===== src/rtl/mem_ops_pkg.sv =====
// Shared definitions for the MEM-stage / data-cache sequencer.
// Holds the memory op codes, access classification helpers, the controller
// state enum and the packed record of a captured request.
package mem_ops_pkg;

    localparam int unsigned OP_W   = 4;
    localparam int unsigned XLEN   = 32;
    localparam int unsigned BE_W   = 4;

    localparam logic [OP_W-1:0] OP_NOP = 4'd0;
    localparam logic [OP_W-1:0] OP_LB  = 4'd1;
    localparam logic [OP_W-1:0] OP_LH  = 4'd2;
    localparam logic [OP_W-1:0] OP_LW  = 4'd3;
    localparam logic [OP_W-1:0] OP_LBU = 4'd4;
    localparam logic [OP_W-1:0] OP_LHU = 4'd5;
    localparam logic [OP_W-1:0] OP_SB  = 4'd6;
    localparam logic [OP_W-1:0] OP_SH  = 4'd7;
    localparam logic [OP_W-1:0] OP_SW  = 4'd8;

    typedef enum logic [1:0] {
        SZ_BYTE,
        SZ_HALF,
        SZ_WORD
    } size_e;

    typedef enum logic [1:0] {
        IDLE,
        BUSY,
        DONE
    } state_e;

    // Request as held stable on the cache bus while BUSY
    typedef struct packed {
        logic [OP_W-1:0] op;
        logic            we;
        logic [XLEN-1:0] addr;
        logic [BE_W-1:0] be;
        logic [XLEN-1:0] wdata;
    } mem_req_t;

    function automatic logic is_load(input logic [OP_W-1:0] op);
        return (op == OP_LB) || (op == OP_LH) || (op == OP_LW) ||
               (op == OP_LBU) || (op == OP_LHU);
    endfunction

    function automatic logic is_store(input logic [OP_W-1:0] op);
        return (op == OP_SB) || (op == OP_SH) || (op == OP_SW);
    endfunction

    function automatic size_e access_size(input logic [OP_W-1:0] op);
        case (op)
            OP_LB, OP_LBU, OP_SB: return SZ_BYTE;
            OP_LH, OP_LHU, OP_SH: return SZ_HALF;
            default:              return SZ_WORD;
        endcase
    endfunction

    // Only real memory ops can be misaligned; NOP and unknown codes never are
    function automatic logic is_misaligned(input logic [OP_W-1:0] op,
                                           input logic [1:0]      ofs);
        if (!(is_load(op) || is_store(op))) begin
            return 1'b0;
        end
        case (access_size(op))
            SZ_HALF: return ofs[0];
            SZ_WORD: return (ofs != 2'b00);
            default: return 1'b0;
        endcase
    endfunction

endpackage


===== src/rtl/mem_access_ctrl_if.sv =====
// Data-cache request/response bus.
// master: controller side (drives request), slave: cache side (drives ready/rdata).
interface mem_access_ctrl_if;
    import mem_ops_pkg::*;

    logic            mem_req;
    logic            mem_we;
    logic [BE_W-1:0] mem_be;
    logic [XLEN-1:0] mem_addr;
    logic [XLEN-1:0] mem_wdata;
    logic            mem_ready;
    logic [XLEN-1:0] mem_rdata;

    modport master (
        output mem_req, mem_we, mem_be, mem_addr, mem_wdata,
        input  mem_ready, mem_rdata
    );

    modport slave (
        input  mem_req, mem_we, mem_be, mem_addr, mem_wdata,
        output mem_ready, mem_rdata
    );

endinterface


===== src/rtl/mem_access_ctrl_load_align.sv =====
// load_align: combinational shift-and-extend of a cache word into a load result.
// Ports: op (load op code), offset (addr[1:0]), word (raw cache word),
//        result (shifted, sign/zero-extended value).
module load_align
    import mem_ops_pkg::*;
(
    input  logic [OP_W-1:0] op,
    input  logic [1:0]      offset,
    input  logic [XLEN-1:0] word,
    output logic [XLEN-1:0] result
);

    logic [15:0] lane;

    // Bring the addressed byte/half down to bit 0, then extend
    always_comb begin
        lane   = 16'(word >> {offset, 3'b000});
        result = word;
        case (op)
            OP_LB:   result = {{24{lane[7]}}, lane[7:0]};
            OP_LBU:  result = {24'd0, lane[7:0]};
            OP_LH:   result = {{16{lane[15]}}, lane[15:0]};
            OP_LHU:  result = {16'd0, lane[15:0]};
            default: result = word;
        endcase
    end

endmodule


===== src/rtl/mem_access_ctrl.sv =====
// mem_access_ctrl: sequences one load/store from the MEM stage to the data cache.
// Ports:
//   clk, rst_n                 clock, async active-low reset
//   req_valid/op/addr/wdata    MEM-stage request, held while stall=1
//   stall, misalign            combinational pipeline freeze / alignment fault
//   rsp_valid, rsp_rdata       registered load result (one-cycle valid)
//   cache                      cache bus (master side)
//   cnt_clear                  synchronous clear of both counters
//   access_cnt, miss_cnt       accepted accesses / accesses missing on first BUSY cycle
module mem_access_ctrl
    import mem_ops_pkg::*;
#(
    parameter int unsigned CNT_W = 32
)(
    input  logic                clk,
    input  logic                rst_n,
    input  logic                req_valid,
    input  logic [OP_W-1:0]     req_op,
    input  logic [XLEN-1:0]     req_addr,
    input  logic [XLEN-1:0]     req_wdata,
    output logic                stall,
    output logic                misalign,
    output logic                rsp_valid,
    output logic [XLEN-1:0]     rsp_rdata,
    mem_access_ctrl_if.master   cache,
    input  logic                cnt_clear,
    output logic [CNT_W-1:0]    access_cnt,
    output logic [CNT_W-1:0]    miss_cnt
);

    state_e          state_q;
    state_e          state_d;
    mem_req_t        req_q;
    mem_req_t        req_d;
    logic            first_q;
    logic            mem_req_q;
    logic            go;
    logic            misaligned;
    logic            load_done;
    logic            miss_inc;
    logic [XLEN-1:0] load_val;

    // Store lane placement and request capture value
    always_comb begin
        req_d       = '0;
        req_d.op    = req_op;
        req_d.we    = is_store(req_op);
        req_d.addr  = req_addr;
        req_d.be    = 4'b1111;
        req_d.wdata = req_wdata;
        case (req_op)
            OP_SB: begin
                req_d.be    = 4'(4'b0001 << req_addr[1:0]);
                req_d.wdata = {4{req_wdata[7:0]}};
            end
            OP_SH: begin
                req_d.be    = req_addr[1] ? 4'b1100 : 4'b0011;
                req_d.wdata = {2{req_wdata[15:0]}};
            end
            default: ;
        endcase
    end

    // State register
    always_ff @(posedge clk or negedge rst_n) begin
        if (!rst_n) begin
            state_q <= IDLE;
        end else begin
            state_q <= state_d;
        end
    end

    // Next state, accept decision and combinational pipeline outputs.
    // go/misalign are gated by rst_n so both read 0 while reset is held.
    always_comb begin
        state_d    = state_q;
        go         = 1'b0;
        stall      = 1'b0;
        misalign   = 1'b0;
        misaligned = is_misaligned(req_op, req_addr[1:0]);
        case (state_q)
            IDLE: begin
                go       = rst_n & req_valid & (is_load(req_op) | is_store(req_op)) & ~misaligned;
                misalign = rst_n & req_valid & misaligned;
                stall    = go;
                if (go) begin
                    state_d = BUSY;
                end
            end
            BUSY: begin
                stall = 1'b1;
                if (cache.mem_ready) begin
                    state_d = DONE;
                end
            end
            DONE:    state_d = IDLE;
            default: state_d = IDLE;
        endcase
    end

    assign load_done = (state_q == BUSY) && cache.mem_ready && is_load(req_q.op);
    assign miss_inc  = (state_q == BUSY) && first_q && !cache.mem_ready;

    load_align u_load_align (
        .op     (req_q.op),
        .offset (req_q.addr[1:0]),
        .word   (cache.mem_rdata),
        .result (load_val)
    );

    // Request hold, response capture and counters
    always_ff @(posedge clk or negedge rst_n) begin
        if (!rst_n) begin
            req_q      <= '0;
            first_q    <= 1'b0;
            mem_req_q  <= 1'b0;
            rsp_valid  <= 1'b0;
            rsp_rdata  <= '0;
            access_cnt <= '0;
            miss_cnt   <= '0;
        end else begin
            mem_req_q <= (state_d == BUSY);
            rsp_valid <= load_done;
            // first_q marks exactly the first BUSY cycle of each access
            first_q   <= go;
            if (go) begin
                req_q <= req_d;
            end
            if (load_done) begin
                rsp_rdata <= load_val;
            end
            if (cnt_clear) begin
                access_cnt <= '0;
            end else if (go) begin
                access_cnt <= access_cnt + CNT_W'(1);
            end
            if (cnt_clear) begin
                miss_cnt <= '0;
            end else if (miss_inc) begin
                miss_cnt <= miss_cnt + CNT_W'(1);
            end
        end
    end

    assign cache.mem_req   = mem_req_q;
    assign cache.mem_we    = req_q.we;
    assign cache.mem_be    = req_q.be;
    assign cache.mem_addr  = {req_q.addr[31:2], 2'b00};
    assign cache.mem_wdata = req_q.wdata;

endmodule


===== src/flat_wrapper.sv =====
// flat-port wrapper written by rule: the top's interface ports become plain ports
module mem_access_ctrl_flat import mem_ops_pkg::*;
#(
    parameter int unsigned CNT_W = 32
)
  (clk, rst_n, req_valid, req_op, req_addr, req_wdata, stall, misalign, rsp_valid, rsp_rdata, cnt_clear, access_cnt, miss_cnt, cache_mem_req, cache_mem_we, cache_mem_be, cache_mem_addr, cache_mem_wdata, cache_mem_ready, cache_mem_rdata);
  mem_access_ctrl_if cache_i ();
  input  logic clk;
  input  logic rst_n;
  input  logic req_valid;
  input  logic [OP_W-1:0] req_op;
  input  logic [XLEN-1:0] req_addr;
  input  logic [XLEN-1:0] req_wdata;
  output logic stall;
  output logic misalign;
  output logic rsp_valid;
  output logic [XLEN-1:0] rsp_rdata;
  input  logic cnt_clear;
  output logic [CNT_W-1:0] access_cnt;
  output logic [CNT_W-1:0] miss_cnt;
  output wire logic [$bits(cache_i.mem_req)-1:0] cache_mem_req;
  output wire logic [$bits(cache_i.mem_we)-1:0] cache_mem_we;
  output wire logic [$bits(cache_i.mem_be)-1:0] cache_mem_be;
  output wire logic [$bits(cache_i.mem_addr)-1:0] cache_mem_addr;
  output wire logic [$bits(cache_i.mem_wdata)-1:0] cache_mem_wdata;
  input wire logic [$bits(cache_i.mem_ready)-1:0] cache_mem_ready;
  input wire logic [$bits(cache_i.mem_rdata)-1:0] cache_mem_rdata;
  assign cache_mem_req = cache_i.mem_req;
  assign cache_mem_we = cache_i.mem_we;
  assign cache_mem_be = cache_i.mem_be;
  assign cache_mem_addr = cache_i.mem_addr;
  assign cache_mem_wdata = cache_i.mem_wdata;
  assign cache_i.mem_ready = cache_mem_ready;
  assign cache_i.mem_rdata = cache_mem_rdata;
  mem_access_ctrl #(.CNT_W(CNT_W)) u_core (.clk(clk), .rst_n(rst_n), .req_valid(req_valid), .req_op(req_op), .req_addr(req_addr), .req_wdata(req_wdata), .stall(stall), .misalign(misalign), .rsp_valid(rsp_valid), .rsp_rdata(rsp_rdata), .cache(cache_i), .cnt_clear(cnt_clear), .access_cnt(access_cnt), .miss_cnt(miss_cnt));
endmodule

===== config.mk =====
export PLATFORM = sky130hd
export DESIGN_NAME = mem_access_ctrl_flat
export DESIGN_NICKNAME = d
export VERILOG_FILES = /design/src/rtl/mem_ops_pkg.sv /design/src/rtl/mem_access_ctrl_if.sv /design/src/rtl/mem_access_ctrl_load_align.sv /design/src/rtl/mem_access_ctrl.sv /design/src/flat_wrapper.sv
export SDC_FILE = /design/constraint.sdc
export NUM_CORES = 1
export LEC_CHECK = 0
export BUFFER_PORTS_ARGS = -buffer_cell sky130_fd_sc_hd__buf_2
export CAP_MARGIN = 40
export CELL_PAD_IN_SITES_DETAIL_PLACEMENT = 1
export CELL_PAD_IN_SITES_GLOBAL_PLACEMENT = 1
export CORE_MARGIN = 2
export CORE_UTILIZATION = 38
export DETAILED_ROUTE_END_ITERATION = 10
export HOLD_SLACK_MARGIN = 0.12
export PLACE_DENSITY_LB_ADDON = 0.15
export SLEW_MARGIN = 20
export SYNTH_ARGS = -nofsm -noshare
export SYNTH_HDL_FRONTEND = slang
export SYNTH_SLANG_ARGS = --single-unit

===== constraint.sdc =====
create_clock -name clk -period 3.3 [get_ports clk]
set_clock_uncertainty 0.15 [all_clocks]
set_input_delay 0.495 -clock clk [delete_from_list [all_inputs] [get_ports clk]]
set_output_delay 0.495 -clock clk [all_outputs]
set_load 0.02 [all_outputs]

==> flow_summary.ini, run 1 <==
[pwr]
p_leak_nw = 5.323
irDropWorstVdd_uv = 292.7
power_density_mw_per_mm2 = 632.4

[setup_path]
required_ns = 2.65
cp-end-kind = primary output
path_buf_inv = 2
arrival_ns = 2.44
slowest_stage = or3_4
cp_max_fo = 19
cp_cell_sequence = nand4bb_1, or3_1, or3_4, inv_2, nor2_1, nor2_1, buf_2
slowest_delay_ns = 0.46
critPathKind = reg2out
cpMostUsedCell = nor2_1
start_kind = flop
path_delay_family = simple AND/OR/NAND/NOR gates

[cts]
cts_tree = built
cts_resized = 0
cts_setup_buffers = 0
cts_sinks = 174
cts_buffer_depth = 2
htreeDepth = 4
clk_latency_ns = 0.43
clockRootBuffer = clkbuf_16
clkTransAtPathRegs_ns = 0.07
numCtsBuffers = 17
cts_hold_buf = 31

[timing]
setup_tns_ns = 0
timing_hold_violations_final = 0
hold_ws_ns = 0.1464
slew_violations = 0
max_slew_margin = 0.4838
fmax_ghz = 0.3238
fin_crit_ns = 3.088
rsz0062_at_grt = false
tightest_slew_ns = 0.7743
setup_viol = 0
finalCritPeriodShare = 0.9359

[global_route]
antenna_found_initial = 4
grt_max_degree = 81
grt-ovfl-total = 0
grt_pass1_vias = 8381
grt_pass1_wl_um = 44800
grtUsageTotal = 0.2288

[layout]
layout-drive-gt1-share = 0.2645
nets = 1368
area_delta_synth_final_pct = 23.90
fill_cells = 2884

[synth]
ys_ff_latch = 174
syn_area_per_cell_um2 = 8.679
syn_inst = 1041
yosysSeqAreaShare = 0.4819
synth_ff_type = dfrtp_1
synth_area_mm2 = 0.009035
synth_edf_count = 0
synth_cell_type_count = 55
yosysWarnings = 0
ys_async_sr_fraction = 1.000

[flow_run]
cap_violations = 0

[die]
start_util = 0.3861
core_mm2 = 0.02340
ios = 274
die_w_um = 158.2
die_area_mm2 = 0.02503
fp-row-count = 56
die_y_um = 158.2

[worst_hold_path]
hold_path_class = in2reg

[routing]
wl_um = 28750
first_iter_violations = 306
wl_per_cell_um = 18.01
drt_pass1_iterations = 4
viasPerCell = 5.169
vias = 8250
route.detailed.drc = 0
antenna_left = 0

[placed_design]
gp_congestion = 0.8070
dpl.hpwl_um = 20450
io_buffers = 271

[status]
status = finished, final reports clean
## path summary, 6_finish.rpt
kind,start,endpoint,slack (ns),cells past startpoint
worst max-delay path,u_core.state_q[1],stall,0.21,7
worst min register to register,u_core.cache.mem_wdata[7],u_core.cache.mem_wdata[7],0.33,2
worst max register to register,u_core.state_q[1],u_core.access_cnt[27],0.61,5
worst min-delay path,req_wdata[7],u_core.cache.mem_wdata[7],0.15,3
max in group asynchronous,rst_n,u_core.miss_cnt[31],1.31,5
min in group asynchronous,rst_n,u_core.rsp_rdata[6],0.61,3
## registers in the layout, summed over array words and instances, names as in the netlist
register / cells
u_core.access_cnt: 32
u_core.cache.mem_wdata: 32
u_core.miss_cnt: 32
u_core.rsp_rdata: 32
u_core.cache.mem_addr: 30
u_core.req_q: 6
u_core.cache.mem_be: 4
u_core.state_q: 2
u_core.cache.mem_req: 1
u_core.cache.mem_we: 1
u_core.first_q: 1
u_core.rsp_valid: 1
## report_power, final
| group | internal (W) | switching (W) |
|---|---|---|
| clock network | 0.00107 | 0.000951 |
| registers | 0.00258 | 0.000313 |
| logic | 0.000763 | 0.00140 |
## worst min-delay path, cell delays in order
cell and delay [ns]:
buf_2 0.09, nand2_1 0.05, nand2_1 0.05
## final cells by class
type                            instances  area (µm²)  share of cell area
Clock buffer                           18       429.2             0.03834
Multi-Input combinational cell        729        3897              0.3482
Clock inverter                         14       148.9             0.01330
Timing Repair Buffer                  327        1913              0.1709
Tap cell                              319       399.1             0.03565
Sequential cell                       174        4354              0.3890
Inverter                               12       45.04            0.004024
Antenna cell                            3       7.507           0.0006706
## synthesized netlist by cell type (2+ instances only)
master,count,area (µm²)
or4_1,6,45.04
or2_2,2,12.51
o31ai_1,7,52.55
a31o_2,3,26.28
a21o_1,2,15.01
o22a_1,7,61.31
or3_1,12,75.07
nand2b_1,6,37.54
nor2_1,99,371.6
buf_1,3,11.26
nand4bb_1,2,22.52
nand2_1,218,818.3
nor2b_1,10,62.56
nor3_1,9,45.04
nor4b_1,2,17.52
o21ai_0,50,250.2
nand3_1,35,175.2
nand4_1,21,131.4
dfrtp_1,174,4354
ha_1,2,25.02
inv_1,11,41.29
and2_1,5,31.28
nor4_1,18,112.6
and4_1,7,61.31
xor2_1,12,105.1
a21oi_1,79,395.4
and3_1,6,37.54
mux2i_1,22,220.2
a211oi_1,8,60.06
nor4bb_1,3,30.03
buf_2,9,45.04
o22ai_1,15,93.84
nand4b_1,4,35.03
a31oi_1,14,87.58
clkbuf_1,46,172.7
a21boi_1,2,15.01
xnor2_1,25,219.0
buf_4,68,510.5
## kinds of logic after synthesis
group                    after synthesis  share of synthesized area
AND/OR/NAND/NOR                      469                     0.2392
multiplexers                          23                    0.02687
adder cells (fa/ha/maj)                2                   0.002769
flip-flops                           174                     0.4819
buffers and inverters                139                    0.08808
other                                  1                  0.0004151
AO/OA/AOI/OAI                        196                     0.1249
XOR/XNOR                              37                    0.03587
## metrics by stage
step	worst slack (ns)	util	total power, W	std cells	area [µm²]
3_3_place_gp	0.4761	0.4377	0.005004	1528	10240
6_report	0.2117	0.4783	0.007080	1596	11190
5_1_grt	0.01258	0.4782	0.007495	1595	11190
2_1_floorplan	0.1013	-	0.004519	1042	9039
4_1_cts	0.1584	0.4769	0.007151	1592	11160
3_5_place_dp	0.4135	0.4389	0.005079	1529	10270
## layer usage
| layer | GRT usage | up-vias | wire length (µm) |
|---|---|---|---|
| met5 | 0 | - | 12 |
| met4 | 0.07121 | 2 | 567 |
| li1 | - | 3950 | - |
| met2 | 0.3828 | 225 | 13870 |
| met3 | 0.04380 | 37 | 1501 |
| met1 | 0.3003 | 4036 | 12800 |
## placed cells by master (no fill, tap or decap), types with 9 or more instances in the layout
cell,netlist,layout
a21oi_1,79,79
nor2_1,99,99
buf_4,68,22
dfrtp_1,174,174
nand3_1,35,35
or3_1,12,11
nand4_1,21,21
o22ai_1,15,15
mux2i_1,22,22
clkbuf_16,0,17
inv_1,11,11
buf_2,9,270
nor3_1,9,9
o21ai_0,50,49
a31oi_1,14,14
nor2b_1,10,10
nor4_1,18,18
nand2_1,218,218
xor2_1,12,12
xnor2_1,25,25
dlygate4sd3_1,0,31
(Power assumes the default switching activity.)
==> run 2: changes to the inputs <==
--- a/config.mk
+++ b/config.mk
@@ -10,7 +10,7 @@
 export CELL_PAD_IN_SITES_DETAIL_PLACEMENT = 1
 export CELL_PAD_IN_SITES_GLOBAL_PLACEMENT = 1
 export CORE_MARGIN = 2
-export CORE_UTILIZATION = 38
+export CORE_UTILIZATION = 41
 export DETAILED_ROUTE_END_ITERATION = 10
 export HOLD_SLACK_MARGIN = 0.12
 export PLACE_DENSITY_LB_ADDON = 0.15
@@ -18,3 +18,4 @@
 export SYNTH_ARGS = -nofsm -noshare
 export SYNTH_HDL_FRONTEND = slang
 export SYNTH_SLANG_ARGS = --single-unit
+export TNS_END_PERCENT = 20
==> constraint.sdc (replaced) <==
create_clock -name clk -period 4.01 [get_ports clk]
set_clock_uncertainty 0.15 [all_clocks]
set_input_delay 0.6015 -clock clk [delete_from_list [all_inputs] [get_ports clk]]
set_output_delay 0.6015 -clock clk [all_outputs]
set_load 0.02 [all_outputs]
==> flow_summary.ini, run 2 (synthesized netlist as in run 1, its figures left out) <==
[layout]
area_delta_synth_final_pct = 19.64
layout-drive-gt1-share = 0.2682
layout_common_cells = buf_2, nand2_1, dfrtp_1, nor2_1, a21oi_1
final_cell_area_mm2 = 0.01081
layout_commonest_cell = buf_2
nets = 1332

[routing]
viasPerCell = 5.328
wl_um = 27730
antenna_left = 0
route.detailed.drc = 0
drt_pass1_iterations = 4
vias = 8099
first_iter_violations = 344
wl_per_cell_um = 18.25

[placed_design]
place_area_mm2 = 0.01014
gp_congestion = 0.8392
io_buffers = 271
dpl.hpwl_um = 19910

[flow_run]
cap_violations = 0

[cts]
numCtsBuffers = 17
htreeDepth = 4
cts_tree = built
clkTransAtPathRegs_ns = 0.07
cts_sinks = 174
clk_latency_ns = 0.43
cts_setup_buffers = 0
cts_buffer_depth = 2
clockRootBuffer = clkbuf_16

[global_route]
antenna_found_initial = 2
use_met2 = 0.3921
grt_max_degree = 81
grt_util_met1 = 0.3241
top_usage_layer = met2
grt_pass1_vias = 8103
grt-ovfl-total = 0
grt_pass1_wl_um = 44860
met3_usage = 0.04551
grtUsageTotal = 0.2385

[setup_path]
start_kind = input pin
arrival_ns = 2.98
required_ns = 3.26
cp_max_fo = 20
cp-end-kind = primary output
critPathKind = in2out

[pwr]
p_comb_frac = 0.300
pwr-share-seq = 0.408
swShare = 0.3689
p_sw_w = 0.002150
irDropWorstVdd_uv = 311.8
p_leak_nw = 5.173
power_density_mw_per_mm2 = 539.2
clock_power_share = 0.292
internal-power_w = 0.003678

[timing]
tightest_slew_ns = 0.7818
timing_hold_violations_final = 0
rsz0062_at_grt = false
setup_tns_ns = 0
fin_crit_ns = 3.728
slew_violations = 0
fmax_ghz = 0.2682
max_slew_margin = 0.4768
finalCritPeriodShare = 0.9296
setup_viol = 0

[die]
start_util = 0.4153
die_y_um = 152.4
die_area_mm2 = 0.02324
core_mm2 = 0.02176
ios = 274
die_w_um = 152.4
fp-row-count = 54

[worst_hold_path]
hold_path_class = in2reg

[status]
status = finished, final reports clean
run 2: repair_timing:
action,4_1_cts,5_1_grt
hold endpoints to repair,17,0
resized for setup,0,0
hold buffers,1,0
run 2: routing by layer:
metal / wire length, µm / vias to the layer above
met4: 426 / 0
met1: 12400 / 3978
met2: 13540 / 211
met5: 0 / -
met3: 1371 / 29
li1: - / 3881
run 2: final cells by class:
cell class                      count  area (µm²)
Antenna cell                        2       5.005
Clock buffer                       19       442.9
Clock inverter                     13       152.6
Fill cell                        2669       10950
Inverter                           12       45.04
Multi-Input combinational cell    729        3896
Sequential cell                   174        4354
Tap cell                          280       350.3
Timing Repair Buffer              291        1563
run 2: critical path: stages:
cell,delay [ns]
dlygate4sd3_1,0.54
buf_6,0.23
nand4bb_1,0.15
or3_1,0.43
or3_2,0.59
inv_2,0.10
nor2_1,0.04
nor2_1,0.08
buf_2,0.19
run 2: metrics by stage:
step | worst slack (ns) | utilization | cells | hold slack (ns) | power (W)
floorplan | 0.5983 | - | 1042 | 0.1559 | 0.003719
global placement | 0.6005 | 0.4654 | 1482 | 0.3032 | 0.004103
detailed placement | 0.5696 | 0.4662 | 1483 | 0.3078 | 0.004166
CTS | 0.2602 | 0.4941 | 1516 | 0.1953 | 0.005883
global route | 0.1328 | 0.4967 | 1519 | 0.1994 | 0.006157
finish | 0.2821 | 0.4968 | 1520 | 0.2130 | 0.005828
run 2: worst paths after layout:
check | start | to | slack (ns) | cells after the start
worst min register to register | u_core.cache.mem_addr[17] | u_core.cache.mem_addr[17] | 0.32 | 2
worst min-delay path | req_addr[6] | u_core.cache.mem_addr[6] | 0.21 | 3
min in group asynchronous | rst_n | u_core.rsp_rdata[4] | 0.43 | 2
worst max register to register | u_core.state_q[1] | u_core.access_cnt[27] | 1.14 | 6
worst max-delay path | rst_n | stall | 0.28 | 9
max in group asynchronous | rst_n | u_core.cache.mem_we | 1.71 | 4
run 2: power by group through the flow:
stage	Combinational [W]	Sequential (W)	Clock, W
5_1_grt	0.00191	0.00243	0.00182
3_5_place_dp	0.00175	0.00242	0
6_report	0.00175	0.00238	0.00170
3_3_place_gp	0.00168	0.00242	0
4_1_cts	0.00176	0.00238	0.00174
2_1_floorplan	0.00117	0.00254	0
==> run 3: changes to the inputs <==
--- a/config.mk
+++ b/config.mk
@@ -7,13 +7,12 @@
 export LEC_CHECK = 0
 export BUFFER_PORTS_ARGS = -buffer_cell sky130_fd_sc_hd__buf_2
 export CAP_MARGIN = 40
-export CELL_PAD_IN_SITES_DETAIL_PLACEMENT = 1
-export CELL_PAD_IN_SITES_GLOBAL_PLACEMENT = 1
 export CORE_MARGIN = 2
-export CORE_UTILIZATION = 41
+export CORE_UTILIZATION = 56
 export DETAILED_ROUTE_END_ITERATION = 10
 export HOLD_SLACK_MARGIN = 0.12
 export PLACE_DENSITY_LB_ADDON = 0.15
+export SKIP_CTS_REPAIR_TIMING = 1
 export SLEW_MARGIN = 20
 export SYNTH_ARGS = -nofsm -noshare
 export SYNTH_HDL_FRONTEND = slang
==> flow_summary.ini, run 3 (synthesized netlist as in run 1, its figures left out) <==
[status]
status = finished, final reports clean

[cts]
htreeDepth = 4
numCtsBuffers = 17
clockRootBuffer = clkbuf_16
cts_buffer_depth = 2
cts_tree = built
clk_latency_ns = 0.43
clkTransAtPathRegs_ns = 0.07
cts_sinks = 174

[global_route]
grt-ovfl-total = 0
met3_usage = 0.07370
antenna_found_initial = 3
grt_pass1_vias = 7482
top_usage_layer = met2
grt_util_met1 = 0.3777
grt_max_degree = 81
use_met2 = 0.4602
grt_pass1_wl_um = 38520
grtUsageTotal = 0.2879

[layout]
layout-drive-gt1-share = 0.2662
area_delta_synth_final_pct = 17.86
nets = 1331
layout_common_cells = buf_2, nand2_1, dfrtp_1, nor2_1, a21oi_1
fin_cells = 1453
layout_commonest_cell = buf_2

[timing]
fmax_ghz = 0.3060
setup_tns_ns = 0
fin_ws_ns = 0.7419
rsz0062_at_grt = false
setup_viol = 0
tightest_slew_ns = 0.8018
timing_hold_violations_final = 0
max_slew_margin = 0.4605
finalCritPeriodShare = 0.8150
fin_crit_ns = 3.268
slew_violations = 0

[setup_path]
cp-end-kind = primary output
arrival_ns = 2.52
cp_max_fo = 18
required_ns = 3.26
start_kind = input pin
critPathKind = in2out
ff2ff_path_depth = 7

[placed_design]
io_buffers = 271
dp_cells = 1421
gp_congestion = 0.9437
place_ws_ns = 0.6131
dpl.hpwl_um = 18030

[routing]
wl_um = 24790
drt_pass1_iterations = 7
antenna_left = 0
first_iter_violations = 428
viasPerCell = 5.545
vias = 8057
wl_per_cell_um = 17.06
route.detailed.drc = 0

[pwr]
finalPower_w = 0.005713
power_density_mw_per_mm2 = 536.5
p_leak_nw = 5.151
irDropWorstVdd_uv = 315.4

[die]
die_area_mm2 = 0.01717
core_mm2 = 0.01583
ios = 274
die_w_um = 131.0
start_util = 0.5708
die_y_um = 131.0
fp-row-count = 46

[worst_hold_path]
hold_path_class = in2async

[flow_run]
cap_violations = 0
-- run 3: final timing paths --
check / startpoint / to / slack, ns
max: req_op[0] / stall / 0.74
min in group clk: req_addr[13] / u_core.cache.mem_addr[13] / 0.21
min reg2reg: u_core.cache.mem_wdata[4] / u_core.cache.mem_wdata[4] / 0.32
max reg2reg: u_core.state_q[1] / u_core.cache.mem_be[0] / 0.97
max in group asynchronous: rst_n / u_core.cache.mem_addr[3] / 1.67
min: rst_n / u_core.access_cnt[22] / 0.16
-- run 3: stage by stage --
step	cell area, µm²	util	hold slack [ns]
floorplan	9039	-	0.1559
global placement	10040	0.6345	0.3024
detailed placement	10080	0.6370	0.3063
CTS	10650	0.6726	0.1874
global route	10650	0.6728	0.2125
finish	10650	0.6728	0.1646
-- run 3: routing by layer --
layer / vias up / share of wire
met2: 273 / 0.48
met4: 4 / 0.026
met1: 3844 / 0.42
met3: 48 / 0.078
li1: 3888 / -
met5: - / 0.0011
-- run 3: power breakdown --
| part | switching (W) | internal (W) | total [W] |
|---|---|---|---|
| registers | 0.000241 | 0.00213 | 0.00237 |
| logic | 0.00114 | 0.000600 | 0.00174 |
| clock network | 0.000713 | 0.000894 | 0.00161 |
| total | 0.00209 | 0.00362 | 0.00571 |
-- run 3: critical path, stage by stage --
cell,delay [ns]
buf_2,0.11
buf_4,0.20
or4b_2,0.70
o21ai_1,0.20
or3_2,0.34
inv_2,0.06
nor2_1,0.09
nor2_1,0.04
buf_2,0.17
-- run 3: area by class of cell --
cell class | instances | area (µm²)
fill | 1317 | 5179
clock buffer | 20 | 456.7
timing repair buffer | 290 | 1523
clock inverter | 11 | 107.6
tap | 216 | 270.3
antenna | 1 | 2.502
sequential | 174 | 4354
inverter | 12 | 45.04
multi-input combinational | 729 | 3890
